$ cat src/rtl/multi_alarm.sv
`default_nettype none
// ============================================================================
// Module      : multi_alarm
// Description : N-channel alarm controller for the watch. Handles key-driven
//               alarm editing, minute-match ringing, snooze and ring timeout.
// Revision    : 1.0 - initial release
// ============================================================================
module multi_alarm #(
    parameter int N_ALARMS       = 4,
    parameter int DEBOUNCE_TICKS = 500000,
    parameter int LONG_TICKS     = 100000000,
    parameter int RING_SECS      = 60,
    parameter int SNOOZE_MIN     = 5
) (
    input  logic                        CLOCK_50,
    input  logic                        reset,
    input  logic [1:0]                  KEY,
    input  logic [1:0]                  mode,
    input  logic [7:0]                  hour,
    input  logic [7:0]                  min,
    input  logic                        sec_tick,
    output logic [7:0]                  disp_hour,
    output logic [7:0]                  disp_min,
    output logic [$clog2(N_ALARMS)-1:0] sel_idx,
    output logic                        sel_field,
    output logic [N_ALARMS-1:0]         armed,
    output logic                        ring,
    output logic [$clog2(N_ALARMS)-1:0] ring_idx,
    output logic                        snoozing
);

    localparam int c_IW = $clog2(N_ALARMS);
    localparam int c_DW = $clog2(DEBOUNCE_TICKS + 1);
    localparam int c_HW = $clog2(LONG_TICKS + 1);
    localparam int c_SW = $clog2(RING_SECS + 1);

    localparam logic [c_DW-1:0] c_DEB_LAST  = c_DW'(DEBOUNCE_TICKS - 1);
    localparam logic [c_HW-1:0] c_LONG      = c_HW'(LONG_TICKS);
    localparam logic [c_HW-1:0] c_LONG_LAST = c_HW'(LONG_TICKS - 1);
    localparam logic [c_SW-1:0] c_RING_LAST = c_SW'(RING_SECS - 1);
    localparam logic [c_IW-1:0] c_SEL_LAST  = c_IW'(N_ALARMS - 1);
    localparam logic [7:0]      c_SNOOZE    = 8'(SNOOZE_MIN);

    logic [1:0] w_short;
    logic [1:0] w_long;

    // Per key: synchroniser, debounce, and held-time tracker (pressed = high).
    for (genvar k = 0; k < 2; k++) begin : g_key
        logic            r_sync0;
        logic            r_sync1;
        logic            r_db;
        logic [c_DW-1:0] r_db_cnt;
        logic [c_HW-1:0] r_held;

        always_ff @(posedge CLOCK_50) begin
            if (reset) begin
                r_sync0  <= 1'b0;
                r_sync1  <= 1'b0;
                r_db     <= 1'b0;
                r_db_cnt <= '0;
                r_held   <= '0;
            end else begin
                r_sync0 <= ~KEY[k];
                r_sync1 <= r_sync0;
                if (r_sync1 == r_db) begin
                    r_db_cnt <= '0;
                end else if (r_db_cnt == c_DEB_LAST) begin
                    r_db     <= r_sync1;
                    r_db_cnt <= '0;
                end else begin
                    r_db_cnt <= r_db_cnt + c_DW'(1);
                end
                if (!r_db) begin
                    r_held <= '0;
                end else if (r_held != c_LONG) begin
                    r_held <= r_held + c_HW'(1);
                end
            end
        end

        // A saturated held count means a LONG already fired, so release is silent.
        assign w_long[k]  = r_db && (r_held == c_LONG_LAST);
        assign w_short[k] = !r_db && (r_held != '0) && (r_held < c_LONG);
    end

    logic [7:0]      r_alm_h [N_ALARMS];
    logic [7:0]      r_alm_m [N_ALARMS];
    logic [N_ALARMS-1:0] r_armed;
    logic [c_IW-1:0] r_sel;
    logic            r_field;
    logic            r_ring;
    logic [c_IW-1:0] r_ring_idx;
    logic            r_snz;
    logic [7:0]      r_snz_h;
    logic [7:0]      r_snz_m;
    logic [7:0]      r_ring_h;
    logic [7:0]      r_ring_m;
    logic [7:0]      r_prev_h;
    logic [7:0]      r_prev_m;
    logic [c_SW-1:0] r_sec_cnt;

    logic            w_ev0;
    logic            w_ev1;
    logic            w_edit;
    logic            w_min_change;
    logic            w_match_any;
    logic [c_IW-1:0] w_match_idx;
    logic            w_snz_match;
    logic            w_trigger;
    logic [7:0]      w_snz_sum;
    logic            w_snz_wrap;
    logic [7:0]      w_snz_h;
    logic [7:0]      w_snz_m;

    assign w_ev0        = w_short[0] | w_long[0];
    assign w_ev1        = w_short[1] | w_long[1];
    assign w_edit       = (mode == 2'd3) && !r_ring;
    assign w_min_change = (hour != r_prev_h) || (min != r_prev_m);
    assign w_snz_match  = r_snz && (r_snz_h == hour) && (r_snz_m == min);
    assign w_trigger    = w_min_change && !r_ring && (w_match_any || w_snz_match);

    // Descending scan so the lowest matching index wins.
    always_comb begin
        w_match_any = 1'b0;
        w_match_idx = '0;
        for (int i = N_ALARMS - 1; i >= 0; i--) begin
            if (r_armed[i] && (r_alm_h[i] == hour) && (r_alm_m[i] == min)) begin
                w_match_any = 1'b1;
                w_match_idx = c_IW'(i);
            end
        end
    end

    assign w_snz_sum  = r_ring_m + c_SNOOZE;
    assign w_snz_wrap = (w_snz_sum >= 8'd60);
    assign w_snz_m    = w_snz_wrap ? (w_snz_sum - 8'd60) : w_snz_sum;
    assign w_snz_h    = !w_snz_wrap ? r_ring_h :
                        (r_ring_h == 8'd23) ? 8'd0 : (r_ring_h + 8'd1);

    always_ff @(posedge CLOCK_50) begin
        if (reset) begin
            for (int i = 0; i < N_ALARMS; i++) begin
                r_alm_h[i] <= '0;
                r_alm_m[i] <= '0;
            end
            r_armed    <= '0;
            r_sel      <= '0;
            r_field    <= 1'b0;
            r_ring     <= 1'b0;
            r_ring_idx <= '0;
            r_snz      <= 1'b0;
            r_snz_h    <= '0;
            r_snz_m    <= '0;
            r_ring_h   <= '0;
            r_ring_m   <= '0;
            r_sec_cnt  <= '0;
            r_prev_h   <= hour;
            r_prev_m   <= min;
        end else begin
            r_prev_h <= hour;
            r_prev_m <= min;
            if (r_ring) begin
                if (w_ev0) begin
                    r_ring    <= 1'b0;
                    r_snz     <= 1'b0;
                    r_sec_cnt <= '0;
                end else if (w_ev1) begin
                    r_ring    <= 1'b0;
                    r_snz     <= 1'b1;
                    r_snz_h   <= w_snz_h;
                    r_snz_m   <= w_snz_m;
                    r_sec_cnt <= '0;
                end else if (sec_tick) begin
                    if (r_sec_cnt == c_RING_LAST) begin
                        r_ring    <= 1'b0;
                        r_sec_cnt <= '0;
                    end else begin
                        r_sec_cnt <= r_sec_cnt + c_SW'(1);
                    end
                end
            end else begin
                if (w_trigger) begin
                    r_ring    <= 1'b1;
                    r_sec_cnt <= '0;
                    r_ring_h  <= hour;
                    r_ring_m  <= min;
                    if (w_match_any) begin
                        r_ring_idx <= w_match_idx;
                    end
                    if (w_snz_match) begin
                        r_snz <= 1'b0;
                    end
                end
                if (w_edit) begin
                    if (w_ev0) begin
                        if (w_long[0]) begin
                            r_sel   <= (r_sel == c_SEL_LAST) ? '0 : (r_sel + c_IW'(1));
                            r_field <= 1'b0;
                        end else begin
                            r_armed[r_sel] <= ~r_armed[r_sel];
                        end
                    end else if (w_ev1) begin
                        if (w_long[1]) begin
                            r_field <= ~r_field;
                        end else if (r_field) begin
                            r_alm_h[r_sel] <= (r_alm_h[r_sel] == 8'd23) ? 8'd0 : (r_alm_h[r_sel] + 8'd1);
                        end else begin
                            r_alm_m[r_sel] <= (r_alm_m[r_sel] == 8'd59) ? 8'd0 : (r_alm_m[r_sel] + 8'd1);
                        end
                    end
                end
            end
        end
    end

    assign disp_hour = r_ring ? r_alm_h[r_ring_idx] : r_alm_h[r_sel];
    assign disp_min  = r_ring ? r_alm_m[r_ring_idx] : r_alm_m[r_sel];
    assign sel_idx   = r_sel;
    assign sel_field = r_field;
    assign armed     = r_armed;
    assign ring      = r_ring;
    assign ring_idx  = r_ring_idx;
    assign snoozing  = r_snz;

endmodule
`default_nettype wire

$ cat config.mk
export PLATFORM = sky130hd
export DESIGN_NAME = multi_alarm
export DESIGN_NICKNAME = d
export VERILOG_FILES = /design/src/rtl/multi_alarm.sv
export SDC_FILE = /design/constraint.sdc
export NUM_CORES = 1
export LEC_CHECK = 0
export BUFFER_PORTS_ARGS = -buffer_cell sky130_fd_sc_hd__clkbuf_2
export CORE_ASPECT_RATIO = 0.5
export CORE_MARGIN = 2
export CORE_UTILIZATION = 35
export DETAILED_ROUTE_END_ITERATION = 16
export MAX_ROUTING_LAYER = met4
export PLACE_DENSITY = 0.62
export SYNTH_ARGS = -nofsm -noshare
export SYNTH_HDL_FRONTEND = slang
export SYNTH_SLANG_ARGS = --single-unit
$ cat constraint.sdc
create_clock -name CLOCK_50 -period 4 [get_ports CLOCK_50]
set_clock_uncertainty 0.1 [all_clocks]
set_input_delay 0 -clock CLOCK_50 [delete_from_list [all_inputs] [get_ports CLOCK_50]]
set_output_delay 0 -clock CLOCK_50 [all_outputs]
set_load 0.02 [all_outputs]
Word level (Yosys, flattened, before mapping)
Memory sizes are Yosys's and may differ from the RTL's. A register that Yosys moved wholly into a read port is not among the register bits.
Cells that the tools add are included.

word-level totals
  memories = 2
  input port bits = 23
  RAM bits = 64
  word-level logic and storage cells = 204
  register bits after elaboration = 163

memories
  name     words  width  read ports  clocked after Yosys merged registers in  wr ports  line  text
  r_alm_h  4      8      6           2                                        4         86    logic [7:0] r_alm_h [N_ALARMS];
  r_alm_m  4      8      6           2                                        4         87    logic [7:0] r_alm_m [N_ALARMS];

operators by class
  reduce and logical (&&, ||, !) cells = 47
  muxes and demuxes = 74
  add/sub/neg operators = 11
  equal/unequal tests = 29
  magnitude comparators = 5
  bitwise gates (word level) = 13

operators with widths
  operator                                              number
  equality test 8 bit                                   10
  2-to-1 mux 8 bit                                      9
  adder 27 x 1 -> 27 bit (second input constant)        2
  equality test 27 bit (second input constant)          2
  < comparator 27 bit (second input constant)           2
  inequality test 27 bit (second input constant)        2
  nonzero test 27 bit                                   2
  2-to-1 mux 1 bit                                      41
  adder 19 x 1 -> 19 bit (second input constant)        2
  equality test 19 bit (second input constant)          2
  2-to-1 mux 6 bit                                      6
  2-to-1 mux 2 bit                                      15
  adder 8 x 1 -> 8 bit (second input constant)          3
  logical AND 1 bit                                     20
  equality test 8 x 5 -> 1 bit (second input constant)  2
  inequality test 8 bit                                 2
  OR reduction 8 bit                                    2
  NOT 1 bit                                             11
  AND reduction 3 bit                                   3
  adder 8 x 3 -> 8 bit (second input constant)          1
  equality test 8 x 6 -> 1 bit (second input constant)  1
  >= comparator 8 x 6 -> 1 bit (second input constant)  1
  AND reduction 2 bit                                   4
  AND reduction 4 bit                                   2
  other kinds (21)                                      32

Logic depth before layout (Yosys ltp)
  word-level depth = 12
  gate-level depth with buffers = 11
  depth with buffers taken out = 10

Worst setup path before layout
Ideal clock, no wire load.

  path kind = reg2reg
  from = register g_key[0].r_held[0]
  to = memory r_alm_h[0][0], enable pin
  slack = 862 ps
  period minus slack after synthesis = 3138 ps
  arrival = 2652 ps
  stages on the path, launching flop included = 9
  library setup time = 387 ps
  buffers on the path = 0
  required time = 3513 ps
  cell sequence = dfxtp_1 > inv_1 > ha_1 > nor4b_1 > nand2_1 > or4_1 > a31oi_1 > nand4_1 > o31ai_1

RTL lines
  item                    line  text
  start, declared         53    logic [c_HW-1:0] r_held;
  start signal, assigned  76    r_held <= r_held + c_HW'(1);
  end, declared           86

==> impl_metrics.py <==
metrics = {
    "hold_path": {
        "worstHoldPathType": "primary input to flip-flop",
    },
    "power": {
        "p_total_mw": 5.02,
        "power.density_nw_per_um2": 368,
        "ir_drop_uv": 227,
        "p_leak_nw": 4.55,
    },
    "clocking": {
        "clock_latency_ns": 0.53,
        "clkSlewWorstSetupHoldPaths_ns": 0.06,
        "cts_buffer_depth": 3,
        "cts_inserted_buffers": 25,
        "post_cts_resized": 0,
        "cts_tree": "yes",
        "cts.sinks": 231,
        "cts_root_buffer": "clkbuf_16",
        "ctsHtreeMaxLevel": 1,
        "cts_setup_buffers": 0,
    },
    "layout": {
        "drive_gt1_share_pct": 11.7,
        "multi_input_area_sq_um": 6390,
        "seq_area_sq_um": 5270,
        "antenna_cells": 0,
        "fill_cells": 3183,
        "syn2layout_area_growth_pct": 14.1,
        "final_nets": 1341,
    },
    "global_route": {
        "grt_max_degree": 57,
        "grt-ovfl-total": 0,
        "track_usage_pct": 17.5,
        "grt_pass1_vias": 9268,
        "antenna_found_initial": 0,
        "grt_pass1_wl_um": 49000,
    },
    "drt": {
        "vias_per_cell": 5.35,
        "firstDrtPassIters": 5,
        "num_vias": 9419,
        "drc": 0,
        "wirelength_um": 30400,
        "wire_per_inst_um": 17.2,
        "antenna_left": 0,
        "drt-initial-drc-count": 728,
    },
    "die": {
        "die_h_um": 135,
        "rows": 47,
        "die_w_um": 265,
        "dieArea_sq_um": 35700,
        "core_sq_um": 33300,
        "start_util_pct": 35.8,
        "io_pins": 50,
    },
    "setup_path": {
        "crit_arrival_ns": 3.64,
        "path_class": "flip-flop to flip-flop",
        "r2r_setup_slack_ns": 0.44,
        "critPathMaxStageDelay_ns": 0.66,
        "end_kind": "flip-flop",
        "cp_max_fo": 8,
        "path_cells": "inv_1 > ha_1 > nor4b_1 > nand2_1 > or4_1 > a31oi_1 > nor4b_4 > nand3_1 > nand2_1",
        "start_kind": "flip-flop",
        "crit_path_frequent_cell": "nand2_1",
        "slowest_stage": "nor4b_4",
        "worstPathRequired_ns": 4.08,
    },
    "synthesis": {
        "ys_types": 65,
        "ys_warn_count": 0,
        "syn_inst": 1242,
        "syn_area_per_cell_sq_um": 9.62,
        "synthFlopType": "dfxtp_1",
        "synth-edff-count": 64,
        "synth_fp_nets": 1281,
        "yosys_register_bits": 231,
        "yosysTopAreaCellShare_pct": 28.0,
        "synthArstFlopShare_pct": 0,
        "netlist_area_sq_um": 11900,
        "yosysTopAreaCell": "dfxtp_1",
        "synth_area_leaders": "dfxtp_1 28%, edfxtp_1 16%, xor2_1 8.1%",
        "synth.yosys.seq_area_share_pct": 44.1,
    },
    "sta": {
        "rsz0062_at_grt": "false",
        "final-setup-viol-count": 0,
        "max_freq_mhz": 281,
        "hold_violations": 0,
        "slew_viol_final": 0,
        "finalCriticalPeriod_ns": 3.56,
        "timing.final.crit_share_pct": 89.0,
        "tns_ns": 0,
        "slew_headroom_pct": 23.3,
        "worst_pin_slew_ns": 1.15,
    },
    "placement": {
        "gp_congestion": 0.935,
        "dp_hpwl_um": 22100,
        "port_buffers": 49,
    },
    "job": {
        "max-cap-violations": 0,
    },
    "status": {
        "status": "finished, final reports clean",
    },
}
[worst max-delay path, delay by kind of cell (launching register included)]
| kind | cells | cell delay [ns] |
|---|---|---|
| AND/OR/NAND/NOR | 6 | 2.15 |
| adder cells (fa/ha/maj) | 1 | 0.16 |
| AO/OA/AOI/OAI | 1 | 0.36 |
| buffers and inverters | 1 | 0.11 |
| flip-flops | 1 | 0.34 |
[registers in the layout, indices dropped and copies added, names as in the netlist, named ones only]
name,flops
r_prev_h,8
r_ring_m,8
g_key.r_sync1,2
r_ring_h,8
r_snz_m,8
r_snz_h,8
ring_idx,2
sel_field,1
armed,4
sel_idx,2
g_key.r_held,54
r_alm_h,32
snoozing,1
g_key.r_sync0,2
ring,1
r_sec_cnt,6
r_prev_m,8
g_key.r_db_cnt,38
r_alm_m,32
g_key.r_db,2
[final cells by class]
cell class	instances	area share (%)
multi-input cells	942	46.9
flip-flops and latches	231	38.6
clock buffers	34	4.99
repair buffers	83	4.11
well taps	441	4.05
clock inverters	12	0.835
inverters	19	0.523
[cells by family after synthesis]
family                   Yosys count  share of synthesized area [%]
AO/OA/AOI/OAI                     94                           4.88
XOR/XNOR                         193                           14.1
adder cells (fa/ha/maj)           16                           1.68
buffers and inverters             69                           2.48
flip-flops                       231                           44.1
multiplexers                      78                           10.1
AND/OR/NAND/NOR                  561                           22.7
[power breakdown]
group          total [mW]  internal, mW  leakage (nW)  switching [mW]
Combinational       0.275         0.115          2.19           0.160
Clock                2.26          1.32         0.383           0.940
Sequential           2.49          2.44          1.97          0.0430
[cell usage in the layout (no fill, tap or decap), drive strengths merged, types with 17 or more instances in the layout]
cell	n
nor4	25
nand4	33
inv	20
o21ai	25
nand2	101
xor2	110
mux2i	28
dlygate4sd3	24
xnor2	83
mux4	32
dfxtp	167
clkbuf	83
and3	17
nand3	58
mux2	18
a21oi	32
edfxtp	64
or3	22
nor2	224
nor3	25
[metal layers]
layer	share of wire, %	GRT usage [%]	up-vias
met5	0	-	-
met4	2.7	5.24	0
met3	5.4	2.64	56
met2	47	28.9	258
met1	45	22.2	4604
li1	-	-	4501
[synth_stat cells, drive strengths merged (3+ instances only)]
library cell  count
nor4b             5
o21ai            25
or4              10
a21o              3
and2              5
nor2            224
dfxtp           167
nor4             25
nand2b            6
inv              18
mux2             18
mux2i            28
xnor2            83
nor3             25
edfxtp           64
xor2            110
or3              22
a21oi            32
o31ai             3
clkbuf           22
nor2b             6
and4              9
and3             17
a211oi            6
a311oi            5
ha               16
nand2           101
mux4             32
nand3            58
buf              28
o21a              5
nand4            33
[timing repair]
action                                  4_1_cts  5_1_grt
endpoints found under the setup margin        0        0
hold buffers                                 24        0
hold endpoints to repair                     51        0
[metrics by stage]
stage          hold WS (ns)  instance area [sq um]  instances  setup WS (ns)  utilization [%]
6_report             0.0144                  13600       1762          0.439             40.9
5_1_grt              0.0586                  13600       1762          0.160             40.9
4_1_cts            0.000768                  13600       1762          0.492             40.9
3_5_place_dp         0.0567                  12600       1692          0.605             37.8
3_3_place_gp         0.0546                  12600       1692          0.660             37.8
2_1_floorplan       -0.0723                  11900       1242          0.862                -
[worst paths after layout]
check	start	end	depth (start not counted)
worst max register to register	g_key[0].r_held[0]	r_alm_m[3][1]	9
worst min register to register	g_key[1].r_sync0	g_key[1].r_sync1	1
worst max-delay path	g_key[0].r_held[0]	r_alm_m[3][1]	9
worst min-delay path	mode[1]	armed[3]	5
Note: power is estimated with default switching activity, not from simulation.
